===== src/rtl/fifo_frame_pkg.sv =====
// rtl/fifo_frame_pkg.sv - shared state encoding and defaults for the frame reader
package fifo_frame_pkg;

    typedef enum logic [1:0] {
        ST_IDLE    = 2'd0,
        ST_PAYLOAD = 2'd1,
        ST_CSUM    = 2'd2
    } frame_state_e;

    localparam int         DEF_FRAME_LEN = 4;
    localparam logic [7:0] DEF_HDR_BYTE  = 8'hA5;

endpackage


===== src/rtl/frame_skid_buf.sv =====
// rtl/frame_skid_buf.sv - 2-entry data+last output buffer, head always in entry 0
module frame_skid_buf (
    input  logic       clk,
    input  logic       rst,
    input  logic       push_i,
    input  logic [7:0] push_data_i,
    input  logic       push_last_i,
    input  logic       pop_i,
    output logic [1:0] count_o,
    output logic [7:0] head_data_o,
    output logic       head_last_o
);

    logic [8:0] ent0_q, ent0_d;
    logic [8:0] ent1_q, ent1_d;
    logic [1:0] count_q, count_d;
    logic       pop_eff;
    logic       push_eff;

    // Shift-register buffer: pops move entry 1 down; a push while full is only taken with a pop
    always_comb begin
        ent0_d   = ent0_q;
        ent1_d   = ent1_q;
        count_d  = count_q;
        pop_eff  = pop_i && (count_q != 2'd0);
        push_eff = push_i && ((count_q != 2'd2) || pop_eff);
        case ({push_eff, pop_eff})
            2'b10: begin
                if (count_q == 2'd0) ent0_d = {push_last_i, push_data_i};
                else                 ent1_d = {push_last_i, push_data_i};
                count_d = count_q + 2'd1;
            end
            2'b01: begin
                ent0_d  = ent1_q;
                count_d = count_q - 2'd1;
            end
            2'b11: begin
                if (count_q == 2'd1) begin
                    ent0_d = {push_last_i, push_data_i};
                end else begin
                    ent0_d = ent1_q;
                    ent1_d = {push_last_i, push_data_i};
                end
            end
            default: ;
        endcase
    end

    // Buffer storage and occupancy registers
    always_ff @(posedge clk or posedge rst) begin
        if (rst) begin
            ent0_q  <= '0;
            ent1_q  <= '0;
            count_q <= '0;
        end else begin
            ent0_q  <= ent0_d;
            ent1_q  <= ent1_d;
            count_q <= count_d;
        end
    end

    assign count_o     = count_q;
    assign head_data_o = ent0_q[7:0];
    assign head_last_o = ent0_q[8];

endmodule


===== src/rtl/fifo_frame_reader.sv =====
// rtl/fifo_frame_reader.sv - pulls bytes from a FIFO and emits header/payload/checksum frames
module fifo_frame_reader
    import fifo_frame_pkg::*;
#(
    parameter int         FRAME_LEN = DEF_FRAME_LEN,
    parameter logic [7:0] HDR_BYTE  = DEF_HDR_BYTE
) (
    input  logic        clk,
    input  logic        rst,
    input  logic        fifo_empty,
    input  logic [7:0]  fifo_data,
    output logic        fifo_rd,
    output logic        m_valid,
    output logic [7:0]  m_data,
    output logic        m_last,
    input  logic        m_ready,
    output logic [15:0] frame_cnt,
    output logic        busy
);

    localparam logic [4:0] LEN5 = 5'(FRAME_LEN);

    frame_state_e state_q, state_d;
    logic [7:0]   csum_q, csum_d;
    logic [4:0]   req_q, req_d;
    logic [4:0]   rcv_q, rcv_d;
    logic         inflight_q;
    logic [15:0]  frame_cnt_q;

    logic       buf_push;
    logic [7:0] buf_push_data;
    logic       buf_push_last;
    logic       buf_pop;
    logic [1:0] buf_count;
    logic [1:0] occ_after_pop;
    logic [1:0] occ_proj;
    logic       slot_free;

    frame_skid_buf u_buf (
        .clk         (clk),
        .rst         (rst),
        .push_i      (buf_push),
        .push_data_i (buf_push_data),
        .push_last_i (buf_push_last),
        .pop_i       (buf_pop),
        .count_o     (buf_count),
        .head_data_o (m_data),
        .head_last_o (m_last)
    );

    assign m_valid       = (buf_count != 2'd0);
    assign buf_pop       = m_valid && m_ready;
    assign occ_after_pop = buf_count - {1'b0, buf_pop};
    assign slot_free     = (occ_after_pop != 2'd2);
    // A read issued now lands next cycle; it must find a slot without counting on a future pop
    assign occ_proj      = occ_after_pop + {1'b0, inflight_q};

    // Next-state, FIFO read request and buffer push selection
    always_comb begin
        state_d       = state_q;
        csum_d        = csum_q;
        req_d         = req_q;
        rcv_d         = rcv_q;
        fifo_rd       = 1'b0;
        buf_push      = 1'b0;
        buf_push_data = 8'h00;
        buf_push_last = 1'b0;
        case (state_q)
            ST_IDLE: begin
                if (!fifo_empty && slot_free) begin
                    buf_push      = 1'b1;
                    buf_push_data = HDR_BYTE;
                    csum_d        = 8'h00;
                    req_d         = 5'd0;
                    rcv_d         = 5'd0;
                    state_d       = ST_PAYLOAD;
                end
            end
            ST_PAYLOAD: begin
                if (inflight_q) begin
                    buf_push      = 1'b1;
                    buf_push_data = fifo_data;
                    csum_d        = csum_q + fifo_data;
                    rcv_d         = rcv_q + 5'd1;
                end
                if (!fifo_empty && (req_q < LEN5) && (occ_proj < 2'd2)) begin
                    fifo_rd = 1'b1;
                    req_d   = req_q + 5'd1;
                end
                if (rcv_d == LEN5) state_d = ST_CSUM;
            end
            ST_CSUM: begin
                if (slot_free) begin
                    buf_push      = 1'b1;
                    buf_push_data = csum_q;
                    buf_push_last = 1'b1;
                    state_d       = ST_IDLE;
                end
            end
            default: state_d = ST_IDLE;
        endcase
    end

    // Frame state, checksum, counters and the one-deep read-in-flight flag
    always_ff @(posedge clk or posedge rst) begin
        if (rst) begin
            state_q    <= ST_IDLE;
            csum_q     <= '0;
            req_q      <= '0;
            rcv_q      <= '0;
            inflight_q <= 1'b0;
        end else begin
            state_q    <= state_d;
            csum_q     <= csum_d;
            req_q      <= req_d;
            rcv_q      <= rcv_d;
            inflight_q <= fifo_rd;
        end
    end

    // Completed-frame counter bumps when the checksum byte is accepted
    always_ff @(posedge clk or posedge rst) begin
        if (rst)                        frame_cnt_q <= '0;
        else if (buf_pop && m_last)     frame_cnt_q <= frame_cnt_q + 16'd1;
    end

    assign frame_cnt = frame_cnt_q;
    assign busy      = (state_q != ST_IDLE) || (buf_count != 2'd0);

endmodule

===== config.mk =====
export PLATFORM = sky130hd
export DESIGN_NAME = fifo_frame_reader
export DESIGN_NICKNAME = d
export VERILOG_FILES = /design/src/rtl/fifo_frame_pkg.sv /design/src/rtl/frame_skid_buf.sv /design/src/rtl/fifo_frame_reader.sv
export SDC_FILE = /design/constraint.sdc
export NUM_CORES = 1
export LEC_CHECK = 0
export BUFFER_PORTS_ARGS = -buffer_cell sky130_fd_sc_hd__buf_2
export CAP_MARGIN = 40
export CORE_MARGIN = 8
export CORE_UTILIZATION = 25
export CTS_CLUSTER_DIAMETER = 40
export DETAILED_ROUTE_END_ITERATION = 7
export HOLD_SLACK_MARGIN = 0.15
export PLACE_DENSITY = 0.51
export SYNTH_ARGS = -nofsm -noshare
export SYNTH_HDL_FRONTEND = slang
export SYNTH_SLANG_ARGS = --single-unit

===== constraint.sdc =====
create_clock -name clk -period 3.21 [get_ports clk]
set_clock_uncertainty 0.1 [all_clocks]
set_input_delay 0.4815 -clock clk [delete_from_list [all_inputs] [get_ports clk]]
set_output_delay 0.4815 -clock clk [all_outputs]
set_load 0.01 [all_outputs]

==> results of run 1 <==
[final cells by class]
cell class | instances | area (um^2)
well taps | 147 | 184
fillers | 1248 | 8220
flip-flops and latches | 57 | 1430
multi-input cells | 224 | 1550
repair buffers | 47 | 255
inverters | 12 | 45.0
clock buffers | 11 | 253
clock inverters | 5 | 77.6
[cells in the final DEF (no fill, tap or decap), drive strengths merged, types with 3 or more instances in the layout]
| cell type | count |
|---|---|
| buf | 47 |
| clkinv | 3 |
| nand4 | 4 |
| or3 | 3 |
| xnor2 | 16 |
| o21bai | 3 |
| nor2b | 14 |
| mux2i | 4 |
| nor2 | 10 |
| ha | 14 |
| inv | 11 |
| o21ai | 28 |
| dfrtp | 57 |
| nand3 | 18 |
| xor2 | 7 |
| and2 | 3 |
| a21oi | 10 |
| clkbuf | 11 |
| a21o | 3 |
| a221oi | 4 |
| nand2 | 32 |
| nand2b | 5 |
| nor3b | 4 |
| a22oi | 3 |
| o31ai | 8 |
| nor3 | 3 |
| mux2 | 7 |
[path summary, 6_finish.rpt]
check	from	to
worst max-delay path	u_buf.count_o[1]	fifo_rd
worst min-delay path	rst	frame_cnt[7]
worst max register to register	u_buf.count_o[1]	u_buf.ent1_q[5]
worst min register to register	frame_cnt[15]	frame_cnt[15]
max in group asynchronous	rst	u_buf.count_o[1]
min in group clk	frame_cnt[15]	frame_cnt[15]
[kinds of logic after synthesis]
family                   after synthesis  synth area share [%]
AND/OR/NAND/NOR                      104                  17.3
AO/OA/AOI/OAI                         71                  15.8
flip-flops                            57                  46.2
XOR/XNOR                              23                  6.53
buffers and inverters                 22                  3.69
adder cells (fa/ha/maj)               15                  6.32
multiplexers                          11                  4.09
[synthesized netlist by cell type (2+ instances only)]
cell type / number / area share, %
nand3_1: 18 / 2.9
nor3b_1: 4 / 0.97
o21bai_1: 3 / 0.73
or3_1: 3 / 0.61
nor2_1: 10 / 1.2
a221oi_1: 4 / 1.1
buf_2: 4 / 0.65
mux2_2: 5 / 1.8
xnor2_1: 16 / 4.5
and3_1: 2 / 0.41
ha_1: 14 / 5.7
nor3_1: 3 / 0.49
nand4_1: 4 / 0.81
o21ai_0: 25 / 4.1
xor2_1: 7 / 2.0
a211oi_1: 2 / 0.49
mux2i_1: 4 / 1.3
buf_4: 3 / 0.73
and2_1: 3 / 0.61
dfrtp_1: 57 / 46
nand2b_1: 5 / 1.0
a22oi_1: 3 / 0.73
nand2_1: 32 / 3.9
a21oi_1: 9 / 1.5
buf_6: 2 / 0.73
mux2_4: 2 / 0.97
nor2b_1: 14 / 2.8
a22o_1: 2 / 0.57
a21o_1: 3 / 0.73
o31ai_1: 8 / 1.9
o21ai_1: 3 / 0.49
inv_1: 11 / 1.3
[state kept, by name (all words and copies together), names as in the netlist]
signal         cells
frame_cnt         16
u_buf.ent0_q       9
u_buf.ent1_q       9
csum_q             8
rcv_q              5
req_q              5
state_q            2
u_buf.count_o      2
inflight_q         1
[tightest hold or removal path, delay by kind of cell]
kind	cells	cell delay [ps]
buf+inv	3	710
[metal layers]
metal / track usage, % / share of wire, % / up-vias
met3: 2.70 / 5.2 / 9
met1: 11.6 / 49 / 1150
met5: 0 / 0 / -
met2: 13.9 / 44 / 44
met4: 4.41 / 1.6 / 0
li1: - / - / 1176
[power groups by stage]
| stage | clock network, W | logic (W) | registers, W |
|---|---|---|---|
| after global placement | 0 | 0.00116 | 0.00110 |
| final | 0.00105 | 0.00118 | 0.00108 |
| after CTS | 0.00107 | 0.00120 | 0.00108 |
| after detailed placement | 0 | 0.00119 | 0.00109 |
| after floorplan | 0 | 0.000898 | 0.00108 |
| after global routing | 0.00110 | 0.00135 | 0.00112 |
[metrics by stage]
stage          hold WS, ps  worst slack, ps  instance area, um^2  cells
5_1_grt                346             8.80                 3790    503
4_1_cts                302              193                 3790    503
2_1_floorplan          346              327                 3090    303
3_5_place_dp           354              235                 3460    487
3_3_place_gp           357              331                 3460    487
6_report               265              251                 3790    503
==> flow_summary_export.csv, run 1 <==
group,metric,value,unit
run_status,status,"complete, no violations",
synthesis,synthesis.area,3090,um^2
sta,tightestPinTransition,745,ps
synthesis,syn_inst,303,
die,die_w,127,um
synthesis,ys_warn_count,0,
setup_path,cp-end-kind,"output port",
clocking,cts.clk_slew.worst_paths,50,ps
setup_path,cp_data_required_time,2630,ps
clocking,numCtsBuffers,9,
flow_run,maxCapViolations,0,
detailed_routing,wl,6950,um
setup_path,critPathBufInv,3,
global_route,grt_pass1_wl,12000,um
finish,final_util,31.5,%
pwr,intPower,0.00215,W
setup_path,critPathLaunchType,"flop",
setup_path,criticalPathCategory,"flop to output port",
clocking,cts-resized-gates,0,
synthesis,avgSynthCellArea,10.2,um^2
detailed_routing,drtPass1Iterations,4,
finish,final_net_count,378,
detailed_routing,via_per_inst,4.73,
sta,setup_viol,0,
pwr,ir_drop,312,uV
setup_path,cpLargestDelayFamily,"adder cells",
synthesis,synth.distinct_cells,50,
clocking,htreeDepth,3,
clocking,post_cts_buffers,0,
die,fp.coreArea,12000,um^2
clocking,root_buffer,"clkbuf_16",
die,start_util,25.7,%
clocking,clockBufferDepth,2,
setup_path,cpMostUsedCell,"ha_1",
setup_path,cpMaxStageDelayCell,"dfrtp_1",
pwr,seq_power_share,32.7,%
setup_path,rrSetupSlack,260,ps
clocking,cts_hold_buf,0,
min_path,hold_class,"input pin to async pin",
pwr,power_frac_clock,31.7,%
clocking,clock_latency,320,ps
clocking,cts_sinks,57,
detailed_routing,drtIter0Drc,132,
die,die_area,16200,um^2
placement,gp_congestion,0.751,
synthesis,synth_nets,330,
global_route,grt_start_max_net_pins,58,
finish,drive_above_1_share,21.1,%
pwr,p_comb_share,35.6,%
setup_path,path_cells,"inv_1, ha_1, nand2b_1, clkinv_1, ha_1, nor2b_1, xnor2_1, nor3_1, buf_2",
placement,io_buffers,39,
sta,layout_min_cycle_time,2960,ps
setup_path,cp.arrival,2380,ps
sta,grt_setup_unrepaired,"no",
global_route,grt_pass1_vias,2376,
synthesis,ys_ff_latch,57,
global_route,antenna_found_initial,0,
setup_path,worstSetupPathDepth,9,
sta,tns,0,ps
detailed_routing,ant_nets,0,
sta,timing.final.crit_share,92.2,%
finish,diodes,0,
synthesis,ys.flop_type,"dfrtp_1",
global_route,grt-ovfl-total,0,
synthesis,ys_async_sr_fraction,100,%
sta,slew_violations,0,
pwr,leakage,1.75,nW
detailed_routing,wl_per_cell,13.8,um
pwr,p_switching,0.00116,W
synthesis,synth_edf_count,0,
global_route,track_usage,9.15,%
pwr,sw_frac_of_total,35.1,%
sta,relSlewSlack,50.4,%
setup_path,cp_slowest_stage_delay,460,ps
pwr,p_total,0.00331,W
setup_path,reg2regPathDepth,11,
finish,syn2layout_area_growth,22.7,%
sta,hold_viol_final,0,
die,num_rows,40,
placement,dp.final_hpwl,5060,um
setup_path,path_max_fanout,7,
sta,timing.fmax,0.338,GHz
synthesis,yosysSeqAreaShare,46.2,%
die,io_pins,40,
detailed_routing,drc,0,
pwr,p_per_area,874,nW/um^2
die,fp.dieH,127,um
clocking,cts_tree,"built",
detailed_routing,vias,2379,
Note: power is estimated with default switching activity, not from simulation.
==> inputs of run 2 (changes only) <==
--- a/config.mk
+++ b/config.mk
@@ -13,6 +13,7 @@
 export DETAILED_ROUTE_END_ITERATION = 7
 export HOLD_SLACK_MARGIN = 0.15
 export PLACE_DENSITY = 0.51
+export RECOVER_POWER = 50
 export SYNTH_ARGS = -nofsm -noshare
 export SYNTH_HDL_FRONTEND = slang
 export SYNTH_SLANG_ARGS = --single-unit
==> constraint.sdc (replaced) <==
create_clock -name clk -period 3.21 [get_ports clk]
set_clock_uncertainty 0.1 [all_clocks]
set_input_delay 0.321 -clock clk [delete_from_list [all_inputs] [get_ports clk]]
set_output_delay 0.321 -clock clk [all_outputs]
set_load 0.01 [all_outputs]
==> flow_summary_export.csv, run 2 (same netlist as run 1, synthesis figures left out) <==
group,metric,value,unit
detailed_routing,vias,2347,
clocking,post_cts_buffers,0,
die,fp.coreArea,12000,um^2
finish,final_util,31.0,%
pwr,leakage,1.67,nW
detailed_routing,via_per_inst,4.68,
min_path,hold_class,"input pin to flop",
detailed_routing,wl,7080,um
finish,instances_no_fill,502,
sta,layout_min_cycle_time,2880,ps
setup_path,path_max_fanout,9,
run_status,violations,"capacitance limit, slew limit",
sta,setup_viol,0,
placement,gp_congestion,0.710,
placement,io_buffers,39,
clocking,clock_latency,320,ps
clocking,cts_tree,"built",
global_route,grt_pass1_vias,2450,
flow_run,maxCapViolations,2,
detailed_routing,ant_nets,0,
detailed_routing,drtPass1Iterations,4,
finish,syn2layout_area_growth,20.7,%
global_route,track_usage,9.35,%
setup_path,cp_data_required_time,3310,ps
die,io_pins,40,
sta,tns,0,ps
die,start_util,25.7,%
placement,dp.cells,485,
die,num_rows,40,
finish,diodes,0,
placement,dp.final_hpwl,5250,um
sta,grt_setup_unrepaired,"no",
sta,hold_viol_final,0,
setup_path,cp.arrival,2980,ps
sta,relSlewSlack,-11.3,%
clocking,root_buffer,"clkbuf_16",
clocking,cts_sinks,57,
clocking,htreeDepth,3,
detailed_routing,drtIter0Drc,136,
sta,timing.fmax,0.347,GHz
global_route,grt_pass1_wl,12200,um
setup_path,criticalPathCategory,"flop to flop",
global_route,grt_start_max_net_pins,30,
detailed_routing,drc,0,
run_status,status,"finished with violations",
sta,timing.final.crit_share,89.8,%
clocking,cts.clk_slew.worst_paths,50,ps
die,die_area,16200,um^2
setup_path,cp-end-kind,"flop",
pwr,p_per_area,851,nW/um^2
finish,drive_above_1_share,15.8,%
pwr,ir_drop,254,uV
finish,final_cell_mix,"dfrtp_1, nand2_1, o21ai_0",
setup_path,rrSetupSlack,330,ps
finish,final_net_count,377,
detailed_routing,wl_per_cell,14.1,um
sta,slew_violations,59,
sta,tightestPinTransition,1670,ps
clocking,clockBufferDepth,2,
global_route,antenna_found_initial,1,
clocking,numCtsBuffers,9,
die,die_w,127,um
setup_path,critPathLaunchType,"flop",
finish,largest_register_ffs,16,
die,fp.dieH,127,um
global_route,grt-ovfl-total,0,
finish,final_common_cell,"dfrtp_1",
## run 2: power by group
| group | internal (W) | total, W | leakage, nW | switching (W) |
|---|---|---|---|---|
| sequential | 0.000915 | 0.00108 | 0.754 | 0.000169 |
| clock | 0.000619 | 0.000936 | 0.144 | 0.000317 |
| combinational | 0.000495 | 0.00115 | 0.768 | 0.000657 |
## run 2: metal layers
layer	GRT usage (%)	share of wire (%)
met2	15.2	46
met5	0	0.18
met3	2.66	5.1
met4	3.99	1.5
met1	11.4	48
## run 2: per-stage QoR
stage | power (W) | hold WS [ps] | cell area, um^2 | worst slack [ps]
after detailed placement | 0.00227 | 322 | 3440 | 200
final | 0.00317 | 262 | 3720 | 327
after CTS | 0.00323 | 261 | 3740 | 186
after global placement | 0.00224 | 320 | 3440 | 244
after global routing | 0.00343 | 272 | 3720 | 87.8
after floorplan | 0.00198 | 346 | 3090 | 327
## run 2: layout make-up
cell class | count | area, um^2
fill | 1267 | 8290
multi-input combinational | 224 | 1550
sequential | 57 | 1430
clock buffer | 13 | 250
timing repair buffer | 46 | 225
tap | 147 | 184
inverter | 12 | 45.0
clock inverter | 3 | 40.0
## run 2: final timing paths
check	from	end	depth (start not counted)
max reg2reg	u_buf.count_o[1]	req_q[0]	9
min	fifo_data[3]	u_buf.ent1_q[3]	3
min in group asynchronous	rst	frame_cnt[8]	4
max in group asynchronous	rst	rcv_q[0]	4
max	u_buf.count_o[1]	req_q[0]	9
min reg2reg	frame_cnt[15]	frame_cnt[15]	1
## run 2: what timing repair did
item                                    4_1_cts  5_1_grt
hold buffers                                  1        0
endpoints found under the hold margin        57        0
endpoints found under the setup margin        0        5
resized for setup                             0        3
## run 2: critical path, stage by stage (launching register included)
cell      delay [ps]
dfrtp_1          470
inv_1            150
ha_1             200
nand2b_1         140
clkinv_1          90
ha_1             360
a21oi_1          310
nand2_1          330
o31ai_1          250
mux2_2           390
